$ cat config.mk
export PLATFORM = sky130hd
export DESIGN_NAME = alu_issue_ctrl
export DESIGN_NICKNAME = d
export VERILOG_FILES = /design/src/rtl/alu_pkg.sv /design/src/rtl/alu_regfile.sv /design/src/rtl/alu_issue_ctrl.sv
export SDC_FILE = /design/constraint.sdc
export NUM_CORES = 1
export LEC_CHECK = 0
export CELL_PAD_IN_SITES_DETAIL_PLACEMENT = 1
export CELL_PAD_IN_SITES_GLOBAL_PLACEMENT = 2
export CORE_UTILIZATION = 31
export DETAILED_ROUTE_END_ITERATION = 8
export PLACE_DENSITY_LB_ADDON = 0.15
export SLEW_MARGIN = 10
export SYNTH_ARGS = -nofsm -noshare
export SYNTH_HDL_FRONTEND = slang
export SYNTH_HIERARCHICAL = 1
export SYNTH_SLANG_ARGS = --single-unit
$ cat constraint.sdc
create_clock -name clk -period 2 [get_ports clk]
set_input_delay 0.3 -clock clk [delete_from_list [all_inputs] [get_ports clk]]
set_output_delay 0.3 -clock clk [all_outputs]
set_load 0.1 [all_outputs]
$ cat src/rtl/alu_pkg.sv
// Shared definitions for the ALU issue controller: opcodes, instruction
// field layout, sequencer states and field-extraction helpers.
package alu_pkg;

   localparam int OPC_W = 4;
   localparam int REG_W = 2;
   localparam int IMM_W = 8;

   localparam logic [OPC_W-1:0] ALU_ADD = 4'b0000;
   localparam logic [OPC_W-1:0] ALU_SUB = 4'b0001;
   localparam logic [OPC_W-1:0] ALU_AND = 4'b0010;
   localparam logic [OPC_W-1:0] ALU_OR  = 4'b0011;
   localparam logic [OPC_W-1:0] ALU_XOR = 4'b0100;
   localparam logic [OPC_W-1:0] ALU_NOT = 4'b0101;
   localparam logic [OPC_W-1:0] ALU_SHL = 4'b0110;
   localparam logic [OPC_W-1:0] ALU_SHR = 4'b0111;

   localparam int MODE_BIT = 15;
   localparam int OPC_LSB  = 11;
   localparam int RD_LSB   = 9;
   localparam int RS1_LSB  = 7;
   localparam int RS2_LSB  = 5;
   localparam int IMM_LSB  = 0;

   typedef enum logic [1:0] {
      IDLE = 2'd0,
      EXEC = 2'd1,
      WB   = 2'd2
   } state_t;

   function automatic logic insn_is_li(input logic [15:0] insn);
      return insn[MODE_BIT];
   endfunction

   function automatic logic [OPC_W-1:0] insn_opc(input logic [15:0] insn);
      return insn[OPC_LSB +: OPC_W];
   endfunction

   function automatic logic [REG_W-1:0] insn_rd(input logic [15:0] insn);
      return insn[RD_LSB +: REG_W];
   endfunction

   function automatic logic [REG_W-1:0] insn_rs1(input logic [15:0] insn);
      return insn[RS1_LSB +: REG_W];
   endfunction

   function automatic logic [REG_W-1:0] insn_rs2(input logic [15:0] insn);
      return insn[RS2_LSB +: REG_W];
   endfunction

   function automatic logic [IMM_W-1:0] insn_imm(input logic [15:0] insn);
      return insn[IMM_LSB +: IMM_W];
   endfunction

endpackage

$ cat src/rtl/alu_regfile.sv
// Register file with two operand read ports, a debug read port and one
// synchronous write port; all registers clear on reset.
module alu_regfile #(
   parameter int DATA_W = 8,
   parameter int NREG   = 4
) (
   input  logic                    clk,
   input  logic                    rst_n,
   input  logic [$clog2(NREG)-1:0] rs1_sel,
   input  logic [$clog2(NREG)-1:0] rs2_sel,
   output logic [DATA_W-1:0]       rs1_data,
   output logic [DATA_W-1:0]       rs2_data,
   input  logic [$clog2(NREG)-1:0] dbg_sel,
   output logic [DATA_W-1:0]       dbg_data,
   input  logic                    we,
   input  logic [$clog2(NREG)-1:0] wa,
   input  logic [DATA_W-1:0]       wd
);

   logic [DATA_W-1:0] regs [NREG];

   always_ff @(posedge clk or negedge rst_n) begin
      if (!rst_n) begin
         for (int i = 0; i < NREG; i++) begin
            regs[i] <= '0;
         end
      end else if (we) begin
         regs[wa] <= wd;
      end
   end

   assign rs1_data = regs[rs1_sel];
   assign rs2_data = regs[rs2_sel];
   assign dbg_data = regs[dbg_sel];

endmodule

$ cat src/rtl/alu_issue_ctrl.sv
// Serializing sequencer around the combinational alu: accept, execute for one
// cycle, write back to the register file and present the result downstream.
module alu_issue_ctrl
   import alu_pkg::*;
#(
   parameter int DATA_W = 8,
   parameter int NREG   = 4
) (
   input  logic              clk,
   input  logic              rst_n,
   input  logic              in_valid,
   output logic              in_ready,
   input  logic [15:0]       in_insn,
   output logic [DATA_W-1:0] alu_a,
   output logic [DATA_W-1:0] alu_b,
   output logic [OPC_W-1:0]  alu_op,
   input  logic [DATA_W-1:0] alu_result,
   input  logic              alu_zero,
   input  logic              alu_carry,
   output logic              out_valid,
   input  logic              out_ready,
   output logic [DATA_W-1:0] out_data,
   output logic [REG_W-1:0]  out_rd,
   output logic              out_zero,
   output logic              out_carry,
   input  logic [REG_W-1:0]  dbg_sel,
   output logic [DATA_W-1:0] dbg_data
);

   state_t            state, state_nx;
   logic [REG_W-1:0]  rd_q;
   logic [DATA_W-1:0] rs1_data, rs2_data;
   logic              we, zero_nx, carry_nx, latch_alu;
   logic [REG_W-1:0]  wa;
   logic [DATA_W-1:0] wd;

   alu_regfile #(.DATA_W(DATA_W), .NREG(NREG)) u_regfile (
      .clk      (clk),
      .rst_n    (rst_n),
      .rs1_sel  (insn_rs1(in_insn)),
      .rs2_sel  (insn_rs2(in_insn)),
      .rs1_data (rs1_data),
      .rs2_data (rs2_data),
      .dbg_sel  (dbg_sel),
      .dbg_data (dbg_data),
      .we       (we),
      .wa       (wa),
      .wd       (wd)
   );

   always_ff @(posedge clk or negedge rst_n) begin
      if (!rst_n) begin
         state <= IDLE;
      end else begin
         state <= state_nx;
      end
   end

   // The write port doubles as the completion event: it loads the regfile,
   // the flag register and the output registers together.
   always_comb begin
      state_nx  = state;
      we        = 1'b0;
      wa        = rd_q;
      wd        = alu_result;
      zero_nx   = alu_zero;
      carry_nx  = alu_carry;
      latch_alu = 1'b0;
      case (state)
         IDLE: begin
            if (in_valid) begin
               if (insn_is_li(in_insn)) begin
                  we       = 1'b1;
                  wa       = insn_rd(in_insn);
                  wd       = insn_imm(in_insn);
                  zero_nx  = (insn_imm(in_insn) == '0);
                  carry_nx = 1'b0;
                  state_nx = WB;
               end else begin
                  latch_alu = 1'b1;
                  state_nx  = EXEC;
               end
            end
         end
         EXEC: begin
            we       = 1'b1;
            state_nx = WB;
         end
         WB: begin
            if (out_ready) begin
               state_nx = IDLE;
            end
         end
         default: state_nx = IDLE;
      endcase
   end

   always_ff @(posedge clk or negedge rst_n) begin
      if (!rst_n) begin
         alu_a  <= '0;
         alu_b  <= '0;
         alu_op <= '0;
         rd_q   <= '0;
      end else if (latch_alu) begin
         alu_a  <= rs1_data;
         alu_b  <= rs2_data;
         alu_op <= insn_opc(in_insn);
         rd_q   <= insn_rd(in_insn);
      end
   end

   // out_zero/out_carry are the flag register itself.
   always_ff @(posedge clk or negedge rst_n) begin
      if (!rst_n) begin
         out_data  <= '0;
         out_rd    <= '0;
         out_zero  <= 1'b0;
         out_carry <= 1'b0;
      end else if (we) begin
         out_data  <= wd;
         out_rd    <= wa;
         out_zero  <= zero_nx;
         out_carry <= carry_nx;
      end
   end

   assign in_ready  = (state == IDLE);
   assign out_valid = (state == WB);

endmodule

==> flow_metrics.env, run 1 <==
export IMPL_crit_required_ns=2.22
export IMPL_dpl_cell_area_um2=4490
export IMPL_crit_type="flop to flop"
export IMPL_syn_area_um2=3350
export IMPL_end_kind="flop"
export IMPL_cp_data_arrival_time_ns=2.27
export IMPL_core_um2=10400
export IMPL_h_tree_depth=3
export IMPL_fmax_ghz=0.489
export IMPL_die_area_um2=11200
export IMPL_finalSetupViolations=20
export IMPL_vias=2156
export IMPL_antenna_found_initial=0
export IMPL_cts_reportedPaths_clkPinSlew_ns=0.07
export IMPL_grt_usage_pct=16.7
export IMPL_drt_total_wl_um=8640
export IMPL_clk_path_buf_depth=2
export IMPL_area_delta_synth_final_pct=42.7
export IMPL_hold_viol_final=0
export IMPL_io_pins=74
export IMPL_ff2ff_path_depth=5
export IMPL_grt_max_degree=69
export IMPL_routabilityCongestion=0.760
export IMPL_min_path_type="primary input to asynchronous set/reset pin"
export IMPL_netlist_instances=196
export IMPL_violations="negative setup slack"
export IMPL_final_cell_mix="dfrtp_1, mux2_2, buf_4"
export IMPL_tightest_slew_ns=0.376
export IMPL_yosysSeqAreaShare_pct=50.8
export IMPL_max_slew_margin_pct=74.9
export IMPL_yosys_area_top_type="dfrtp_1"
export IMPL_start_util_pct=32.2
export IMPL_die_y_um=106
export IMPL_fin_nets=330
export IMPL_grt_pass1_vias=2370
export IMPL_layout_drive_gt1_share_pct=63.0
export IMPL_cts_tree="done"
export IMPL_dp_hpwl_um=6070
export IMPL_clock_sinks=68
export IMPL_skew_ns=0.00662
export IMPL_n_fill_cell=1036
export IMPL_final_common_cell="dfrtp_1"
export IMPL_antenna_cells=0
export IMPL_avgSynthCellArea_um2=17.1
export IMPL_synth_seq_cells=68
export IMPL_critPathLaunchType="flop"
export IMPL_pre_cts_ws_ns=-0.517
export IMPL_overflow=0
export IMPL_cp_max_fo=4
export IMPL_setup_slack_ns=-0.0453
export IMPL_final_area_um2=4780
export IMPL_synth_cell_types=22
export IMPL_synth_top_cell_area_share_pct=50.8
export IMPL_detail_route_wl_per_cell_um=19.7
export IMPL_status="finished with violations"
export IMPL_instances_no_fill=439
export IMPL_rsz0062_at_grt="true"
export IMPL_syn_num_nets=228
export IMPL_die_x_um=106
export IMPL_rows=37
export IMPL_cap_violations=0
export IMPL_dpl_cell_count=419
export IMPL_portBuffers=73
export IMPL_maxSlewViolCount=0
export IMPL_cts_buffers=9
export IMPL_viasPerCell=4.91
export IMPL_drc=0
export IMPL_root_buffer="clkbuf_8"
export IMPL_synthTopCellsByArea="dfrtp_1, mux2_2, mux4_2, mux2_4, nor4bb_4"
export IMPL_initialDrtViolationCount=36
export IMPL_layout_min_cycle_time_ns=2.05
export IMPL_drtPass1Iterations=4
export IMPL_grt_pass1_wl_um=13700
export IMPL_synth_warnings=6
export IMPL_antenna_left=0
export IMPL_post_route_period_util_pct=102
export IMPL_clock_latency_ns=0.34
[stage by stage]
step	hold WS [ns]	setup TNS, ns	util (%)
after floorplan	0.00441	-1.49	-
after global placement	0.355	-14.65	43.1
after detailed placement	0.359	-15.97	43.1
after CTS	0.507	-0.975	45.6
after global routing	0.520	-2.04	45.9
final	0.507	-0.487	45.9
[critical path: stages (launching register included)]
cell      delay, ns
dfrtp_2        0.43
nor4bb_4       0.40
mux2_4         0.37
nor3b_4        0.26
buf_6          0.17
mux2_4         0.30
[cell families after synthesis]
kind of cell,after synthesis,share of synthesized area (%)
multiplexers,98,42.0
flip-flops,68,50.8
AND/OR/NAND/NOR,12,4.07
buffers and inverters,12,2.02
AO/OA/AOI/OAI,6,1.16
[layer usage]
layer  global-route usage (%)  routed length, um  up-vias
met1                     22.0               4020     1134
met5                        0                  0        -
met2                     27.2               4270       45
li1                         -                  -      964
met3                     2.82                221       13
met4                     7.04                131        0
[worst paths after layout]
path                               start  slack [ns]            endpoint
max in group asynchronous          rst_n        1.18             rd_q[0]
worst max register to register  state[1]       -0.05  u_regfile/regs[31]
min in group clk                alu_a[3]        0.51            alu_a[3]
worst max-delay path            state[1]       -0.05  u_regfile/regs[31]
worst min register to register  alu_a[3]        0.51            alu_a[3]
worst min-delay path               rst_n        0.51           out_carry
[final cells by class]
cell class	instances	area, um^2	share of cell area (%)
flip-flops and latches	68	1700	35.6
well taps	136	170	3.56
inverters	2	7.51	0.157
clock inverters	2	10.0	0.209
repair buffers	101	1070	22.5
multi-input cells	116	1660	34.6
clock buffers	14	163	3.40
[sequential cells by signal, indices dropped and copies added, names as in the netlist]
name,flops
alu_op,4
alu_a,8
rd_q,2
out_carry,1
out_data,8
state,2
out_zero,1
out_rd,2
u_regfile/regs,32
alu_b,8
[synth_stat cells]
master and instances:
nor2_1 2, nor4bb_4 1, mux2_2 65, or2b_1 1
dfrtp_1 68, o221a_2 1, buf_6 1, buf_1 3
o21ai_0 3, mux4_2 24, or4_1 2, a21oi_1 1
nor4b_4 1, a21o_1 1, nand3_2 1, nor2b_1 1
mux2_4 9, nor3b_4 1, buf_4 3, nand3b_2 2
inv_1 2, buf_2 3
[repair_timing]
item | CTS | global route
buffers inserted | 4 | 0
endpoints found under the setup margin | 32 | 40
pin swaps | 2 | 2
endpoints found under the hold margin | 67 | 0
resized for setup | 12 | 10
cloned | 0 | 0
hold buffers | 1 | 0
Power of run 1 is left out: the tool's default activity adds up to more than one toggle a clock period on the data nets, which glitch-free logic cannot reach.
==> run 2, diff against run 1 <==
- GPL_ROUTABILITY_DRIVEN: not set -> 0
==> results of run 2 <==
The final DEF is identical to that of run 1; final timing and power are the same.
Power of run 2 is left out for the same reason.
==> run 3, diff against run 2 <==
- CTS_BUF_LIST: not set -> sky130_fd_sc_hd__clkbuf_8
- SLEW_MARGIN: 10 -> 40
==> run 3 against run 2 <==
  * The run still ends with negative setup slack left
  * Largest cell class unchanged
  * Final area is the same
  * Hold slack about the same
  * Highest routed layer unchanged
  * Clock skew is essentially flat
  * Register-to-register slack hardly changed
  * Maximum frequency hardly changed
  * Non-clock buffer count unchanged
  * Flip-flop and latch count is the same
  * Global-route usage about the same
  * Utilization unchanged
  * Clock-buffer cell count fell by 3
  * First-iteration DRC count unchanged
==> flow_metrics.env, run 3 (same netlist as run 1, synthesis figures left out) <==
export IMPL_min_path_type="primary input to asynchronous set/reset pin"
export IMPL_rows=37
export IMPL_finalSetupViolations=20
export IMPL_antenna_found_initial=0
export IMPL_final_cell_mix="dfrtp_1, mux2_2, buf_4"
export IMPL_rsz0062_at_grt="true"
export IMPL_violations="negative setup slack"
export IMPL_dp_hpwl_um=6070
export IMPL_ff2ff_path_depth=5
export IMPL_root_buffer="clkbuf_8"
export IMPL_instances_no_fill=439
export IMPL_viasPerCell=4.91
export IMPL_cp_max_fo=4
export IMPL_detail_route_wl_per_cell_um=19.7
export IMPL_grt_pass1_wl_um=13700
export IMPL_fin_hold_ws_ns=0.506
export IMPL_layout_min_cycle_time_ns=2.05
export IMPL_h_tree_depth=3
export IMPL_grt_usage_pct=16.7
export IMPL_end_kind="flop"
export IMPL_tightest_slew_ns=0.376
export IMPL_post_route_period_util_pct=102
export IMPL_maxSlewViolCount=0
export IMPL_drt_total_wl_um=8640
export IMPL_antenna_left=0
export IMPL_cap_violations=0
export IMPL_skew_ns=0.00663
export IMPL_die_y_um=106
export IMPL_overflow=0
export IMPL_crit_required_ns=2.22
export IMPL_antenna_cells=0
export IMPL_core_um2=10400
export IMPL_io_pins=74
export IMPL_setup_tns_ns=-0.500
export IMPL_layout_drive_gt1_share_pct=63.0
export IMPL_pre_cts_ws_ns=-0.517
export IMPL_n_fill_cell=1036
export IMPL_cts_reportedPaths_clkPinSlew_ns=0.07
export IMPL_clock_latency_ns=0.34
export IMPL_cts_buffers=9
export IMPL_setup_slack_ns=-0.0459
export IMPL_vias=2156
export IMPL_crit_type="flop to flop"
export IMPL_initialDrtViolationCount=36
export IMPL_drc=0
export IMPL_critPathLaunchType="flop"
export IMPL_fmax_ghz=0.489
export IMPL_clk_path_buf_depth=2
export IMPL_top_register="u_regfile/regs"
export IMPL_portBuffers=73
export IMPL_final_common_cell="dfrtp_1"
export IMPL_largest_reg_flops=32
export IMPL_dpl_cell_count=419
export IMPL_clock_sinks=68
export IMPL_status="finished with violations"
export IMPL_grt_max_degree=69
export IMPL_start_util_pct=32.2
export IMPL_fin_nets=330
export IMPL_area_delta_synth_final_pct=42.7
export IMPL_cp_data_arrival_time_ns=2.27
export IMPL_hold_viol_final=0
export IMPL_die_area_um2=11200
export IMPL_cts_tree="done"
export IMPL_max_slew_margin_pct=74.9
export IMPL_die_x_um=106
export IMPL_drtPass1Iterations=4
export IMPL_grt_pass1_vias=2373
==> run 3: changes by cell type in the layout (fill, tap and decap cells not counted) <==
cell,delta
inv_1,+3
clkbuf_1,-3
==> run 3: layout make-up <==
type | instances | area (um^2) | area share, %
timing repair buffer | 101 | 1070 | 22.5
clock buffer | 11 | 151 | 3.16
multi-input combinational | 116 | 1660 | 34.6
sequential | 68 | 1700 | 35.6
clock inverter | 5 | 21.3 | 0.445
inverter | 2 | 7.51 | 0.157
tap | 136 | 170 | 3.56
==> run 3: path summary, 6_finish.rpt <==
| kind | startpoint | to | slack (ns) |
|---|---|---|---|
| setup / recovery | state[1] | u_regfile/regs[31] | -0.05 |
| hold / removal | rst_n | out_carry | 0.51 |
| setup reg to reg | state[1] | u_regfile/regs[31] | -0.05 |
| hold reg to reg | alu_a[3] | alu_a[3] | 0.51 |
| max in group asynchronous | rst_n | rd_q[0] | 1.18 |
| min in group clk | alu_a[3] | alu_a[3] | 0.51 |
==> run 3: stage by stage <==
stage / util (%) / area, um^2
after floorplan: - / 3360
after global placement: 43.1 / 4490
after detailed placement: 43.1 / 4490
after CTS: 45.6 / 4750
after global routing: 45.9 / 4780
final: 45.9 / 4780
==> run 3: repair_timing <==
action,CTS,global route
endpoints found under the hold margin,67,0
gates resized for setup,12,10
buffers inserted,4,0
hold buffers,1,0
setup endpoints to repair,32,40
pin swaps,2,2
==> run 3: worst max-delay path, stage by stage, from the launching register on <==
cell	delay [ns]
dfrtp_2	0.43
nor4bb_4	0.40
mux2_4	0.37
nor3b_4	0.26
buf_6	0.17
mux2_4	0.30
==> run 3: metal layers <==
layer  track usage, %  routed length (um)
met5                0                   0
met3             2.82                 221
met2             27.3                4270
met1             21.9                4020
met4             7.04                 131
Power of run 3 is left out for the same reason.
==> variant 1, RTL diff (settings of run 3) <==
Encoding of `state_t`: now one-hot (3 bits for 3 states).
--- a/src/rtl/alu_pkg.sv
+++ b/src/rtl/alu_pkg.sv
@@ -22,10 +22,10 @@
    localparam int RS2_LSB  = 5;
    localparam int IMM_LSB  = 0;
 
-   typedef enum logic [1:0] {
-      IDLE = 2'd0,
-      EXEC = 2'd1,
-      WB   = 2'd2
+   typedef enum logic [2:0] {
+      IDLE = 3'b001,
+      EXEC = 3'b010,
+      WB   = 3'b100
    } state_t;
 
    function automatic logic insn_is_li(input logic [15:0] insn);
Formal check against the unedited RTL: same outputs for any inputs over 4 cycles, from zero or initial values and one cycle with rst_n low; so few cycles prove little.
==> variant 1 against run 3 <==
  * Hold slack lost 0.054 ns
  * Synthesized area grew 1.6%
  * Critical endpoint is now u_regfile/regs[29]
  * Cell count grew 3.0%
  * Sequential cell count grew 1
  * Maximum frequency shrank 9.0%
  * Sequential share of layout area shrank 1.4 points
  * Cell area grew 5.5%
  * Worst setup slack lost 0.20 ns
  * Count of clock-buffer cells in the layout shrank 2
  * Highest routed layer unchanged
  * The run still ends with negative setup slack left
  * Wire length grew 2.8%
Power is left out: the tool's default activity adds up to more than one toggle a clock period on the data nets, which glitch-free logic cannot reach.
==> variant 1: results (changes against run 3) <==
| Metric | Value |
|---|---|
| Status | complete, but fails checks |
| Failing checks | negative setup slack |
| Vias | 2240 (+3.9%) |
| Detailed placement HPWL | 6246 microns (+2.9%) |
| Initial antenna violation count | 0 (unchanged) |
| Layout cells sized above 1 | 63.61% (+0.57 points) |
| Count leader, synth | dfrtp_1 |
| GR Util All Layers | 16.83% (+0.15 points) |
| Final nets | 344 (+4.2%) |
| CP arrival | 2.48 ns (+0.21 ns) |
| Post-synth top cells | 68 x dfrtp_1, 62 x mux2_2, 24 x mux4_2 |
| Register area share after synthesis | 50.75% (about the same) |
| CTS max path bufs | 2 (unchanged) |
| # setup viols final | 40 (+100%) |
| # port buffers | 73 (unchanged) |
| Syn Nets | 236 (+3.5%) |
| First-pass GRT wire length | 14040 microns (+2.2%) |
| Minimum clock period | 2.249 ns (+0.2034 ns) |
| Worst-skew pair later-pin latency | 0.34 ns (about the same) |
| Setup Skew | 0.01529 ns (+0.008661 ns) |
| Endpoints failing hold | 0 (unchanged) |
| Syn avg cell area | 16.69 sq um (-2.4%) |
| Biggest register | u_regfile/regs |
| Number of global-route vias before repair | 2440 (+2.8%) |
| Initial drt markers | 57 (+58%) |
| Worst Setup SP | state[0] |
| Inst Count DP | 428 (+2.1%) |
| Final non-filler cell total | 452 (+3.0%) |
| Number of synthesized flops with an enable pin | 0 (unchanged) |
| N_diodes | 0 (unchanged) |
| Crit-path max FO | 5 (+1) |
| Hold Path Class | in -> async |
| Post-route setup slack | -0.2493 ns (-0.2034 ns) |
| Slew @ Worst Pin | 0.4721 ns (+0.09605 ns) |
| Largest cells by area after synthesis | dfrtp_1 50%, mux2_2 21%, mux4_2 16% |
| Max reg flops | 32 (unchanged) |
| Largest net degree at the start of global routing | 52 (-25%) |
| Yosys cell types | 27 (+23%) |
| Ys Warns | 6 (unchanged) |
| # fillers | 1061 (+2.4%) |
| Avg WL per Cell | 19.66 microns (-0.15%) |
| H-tree levels | 3 (unchanged) |
| Fraction of registers with async set/reset | 100.0% (unchanged) |
| Num CTS Buffers | 9 (unchanged) |
| Drt pass-1 iters | 4 (unchanged) |
| Setup TNS | -7.821 ns (-7.320 ns) |
| Clk slew on worst S/H paths | 0.08 ns |
| Clk root buf | clkbuf_8 |
-- variant 1: changes by cell type after synthesis, moves of 2 or more --
| cell | before | now |
|---|---|---|
| nand3b_1 | 0 | 2 |
| buf_4 | 3 | 0 |
| buf_2 | 3 | 6 |
| nor3b_1 | 0 | 2 |
| nand2_1 | 0 | 3 |
| inv_1 | 2 | 0 |
| or4_1 | 2 | 0 |
| mux2_4 | 9 | 12 |
| o21ai_0 | 3 | 1 |
| nor4_1 | 0 | 2 |
| mux2_2 | 65 | 62 |
-- variant 1: worst max-delay path, stage by stage (launching register included) --
cell and delay [ns]:
dfstp_2 0.53, nand3b_1 0.11, or3b_4 0.44, mux2_4 0.35, nor3b_4 0.24, buf_6 0.16
mux2_2 0.32
-- variant 1: cells by family (layout without fill, tap and decap cells) --
group / Yosys count / after routing / synth area share [%]
simple gates: 21 / 21 / 4.557
mux: 98 / 98 / 41.68
compound gates: 5 / 5 / 0.8821
flops: 69 / 69 / 50.75
buf+inv: 11 / 123 / 2.132
-- variant 1: area by class of cell --
class	count	share of cell area, %
clock buffer	9	2.454
timing repair buffer	108	22.73
tap	136	3.371
multi-input combinational	124	34.98
clock inverter	6	2.231
sequential	69	34.23
-- variant 1: per-layer routing --
metal	GRT usage, %	share of wire (%)	wire length [microns]	vias to the layer above
met4	4.012	0.86	76	0
met2	25.71	47	4147	47
met5	0	0	0	-
met3	4.255	4.0	356	6
met1	23.95	48	4305	1181
li1	-	-	-	1006
-- variant 1: final timing paths --
path / end / slack, ns / cells after the start
worst max register to register: u_regfile/regs[29] / -0.25 / 6
worst min register to register: alu_b[3] / 0.51 / 1
worst min-delay path: alu_op[3] / 0.45 / 2
min in group clk: alu_b[3] / 0.51 / 1
worst max-delay path: u_regfile/regs[29] / -0.25 / 6
max in group asynchronous: u_regfile/regs[2] / 0.90 / 3
-- variant 1: what timing repair did --
action,4_1_cts,5_1_grt
gates cloned,0,0
pin swaps,2,2
hold buffers,1,0
gates resized for setup,29,17
setup endpoints to repair,44,40
setup buffers,4,5
hold endpoints to repair,17,0
-- variant 1: metrics by stage --
stage          cell area [sq um]  setup slack [ns]  utilization [%]  hold slack [ns]
2_1_floorplan               3415           -0.4323                -         0.004409
3_3_place_gp                4562           -0.5307            43.60           0.2868
3_5_place_dp                4562           -0.5798            43.60           0.2823
4_1_cts                     4950           -0.2253            47.31           0.4578
5_1_grt                     5047           -0.3084            48.24           0.4984
6_report                    5047           -0.2493            48.24           0.4524
==> variant 2, RTL diff (settings of run 3) <==
Made on the original files. Reset style: synchronous (`rst_n`), changed in 4 clocked blocks.
--- a/src/rtl/alu_regfile.sv
+++ b/src/rtl/alu_regfile.sv
@@ -19,7 +19,7 @@
 
    logic [DATA_W-1:0] regs [NREG];
 
-   always_ff @(posedge clk or negedge rst_n) begin
+   always_ff @(posedge clk) begin
       if (!rst_n) begin
          for (int i = 0; i < NREG; i++) begin
             regs[i] <= '0;
--- a/src/rtl/alu_issue_ctrl.sv
+++ b/src/rtl/alu_issue_ctrl.sv
@@ -48,7 +48,7 @@
       .wd       (wd)
    );
 
-   always_ff @(posedge clk or negedge rst_n) begin
+   always_ff @(posedge clk) begin
       if (!rst_n) begin
          state <= IDLE;
       end else begin
@@ -95,7 +95,7 @@
       endcase
    end
 
-   always_ff @(posedge clk or negedge rst_n) begin
+   always_ff @(posedge clk) begin
       if (!rst_n) begin
          alu_a  <= '0;
          alu_b  <= '0;
@@ -110,7 +110,7 @@
    end
 
    // out_zero/out_carry are the flag register itself.
-   always_ff @(posedge clk or negedge rst_n) begin
+   always_ff @(posedge clk) begin
       if (!rst_n) begin
          out_data  <= '0;
          out_rd    <= '0;
Function: differs if rst_n is asserted again (counterexample within 4 cycles, from zero or initial values and one cycle with rst_n low); with rst_n held inactive, the same outputs for 4 cycles.
==> variant 2 against run 3 <==
  * Cell count rose by 15%
  * Maximum frequency rose by 7.2%
  * Sequential cell count did not move
  * Cell area fell by 2.4%
  * Worst setup slack improved by 0.14 ns
  * Clock skew rose by 0.0062 ns
  * Wire length rose by 8.6%
  * Largest cell class unchanged
  * Synthesized area rose by 0.78%
  * Critical endpoint is now u_regfile/regs[0][2]
  * Via count rose by 16%
==> variant 2: results (changes against run 3) <==
| Metric | Value |
|---|---|
| Critical path's largest stage delay | 0.35 ns (-0.08 ns) |
| Initial drt markers | 122 (+240%) |
| Met3 GRT Util | 4.047% (+1.2 points) |
| Layout cells sized above 1 | 33.79% (-29 points) |
| Number of synthesized flops with an enable pin | 32 (+32) |
| Setup bufs post-CTS | 2 (-2) |
| Inst Count DP | 485 (+16%) |
| Slew @ Worst Pin | 0.4555 ns (+0.07950 ns) |
| Post-CTS sizing | 4 (-8) |
| First-pass GRT wire length | 14380 microns (+4.7%) |
| Fraction of registers with async set/reset | 0% (-100 points) |
| Setup Skew | 0.01283 ns (+0.006200 ns) |
| # fillers | 1145 (+11%) |
| Hold Path Class | reg -> reg |
| Syn Nets | 310 (+36%) |
| CP arrival | 1.92 ns (-0.35 ns) |
| Crit-path max FO | 8 (+4) |
| Final nets | 394 (+19%) |
| CP delay by family, top | simple AND/OR/NAND/NOR gates |
| Cells after Synth | 278 (+42%) |
| WL final | 9387 microns (+8.6%) |
| Vias per Instance | 4.952 (+0.84%) |
| Placed Instance Area | 4413 sq um (-1.8%) |
| Storage cell area | 1682 sq um (-1.3%) |
| Status | completed |
| GR Util All Layers | 17.45% (+0.78 points) |
| Avg WL per Cell | 18.66 microns (-5.2%) |
| Largest cells by area after synthesis | edfxtp_1 28%, dfxtp_1 21%, mux4_2 16% |
| Detailed placement HPWL | 7107 microns (+17%) |
==> variant 2: changes by cell type in the layout (fill, tap and decap cells not counted), moves of 3 or more <==
cell      before  now
o311a_1        0   10
mux2_2        51    8
buf_12        18   15
a21oi_1        1   25
mux2_4        23    2
dfxtp_1        0   36
dfrtp_1       66    0
nand2_1        0   47
and3_1         0    8
and2_1         0   24
a21o_1         1   11
edfxtp_1       0   32
==> variant 2: area by class of cell <==
cell class / count / share of cell area [%]
flip-flops and latches: 68 / 36.01
clock inverters: 4 / 1.501
repair buffers: 96 / 21.11
multi-input cells: 184 / 33.95
well taps: 136 / 3.644
inverters: 3 / 0.2412
clock buffers: 12 / 3.537
==> variant 2: worst paths after layout <==
path | startpoint | depth (start not counted) | slack (ns) | endpoint
worst max-delay path | state[0] | 5 | 0.09 | u_regfile/regs[0][2]
worst min-delay path | alu_a[4] | 2 | 0.46 | alu_a[4]
worst max register to register | state[0] | 5 | 0.09 | u_regfile/regs[0][2]
worst min register to register | alu_a[4] | 2 | 0.46 | alu_a[4]
==> variant 2: logic make-up after synthesis <==
family,after synthesis,share of synthesized area [%]
AO/OA/AOI/OAI,52,10.26
buffers and inverters,26,4.889
flip-flops,68,49.78
multiplexers,34,19.33
AND/OR/NAND/NOR,98,15.74
==> variant 2: power by group through the flow <==
stage | sequential (mW) | clock, mW | combinational, mW
after global routing | 1.62 | 1.42 | 1.16
after global placement | 1.63 | 0 | 1.11
after floorplan | 1.89 | 0 | 0.492
after CTS | 1.61 | 1.36 | 1.12
after detailed placement | 1.64 | 0 | 1.12
final | 1.61 | 1.32 | 1.11
==> variant 2: per-layer routing <==
layer | share of wire (%) | routed length [microns]
met5 | 0 | 0
met4 | 0.75 | 70
met3 | 3.9 | 366
met2 | 48 | 4486
met1 | 48 | 4463
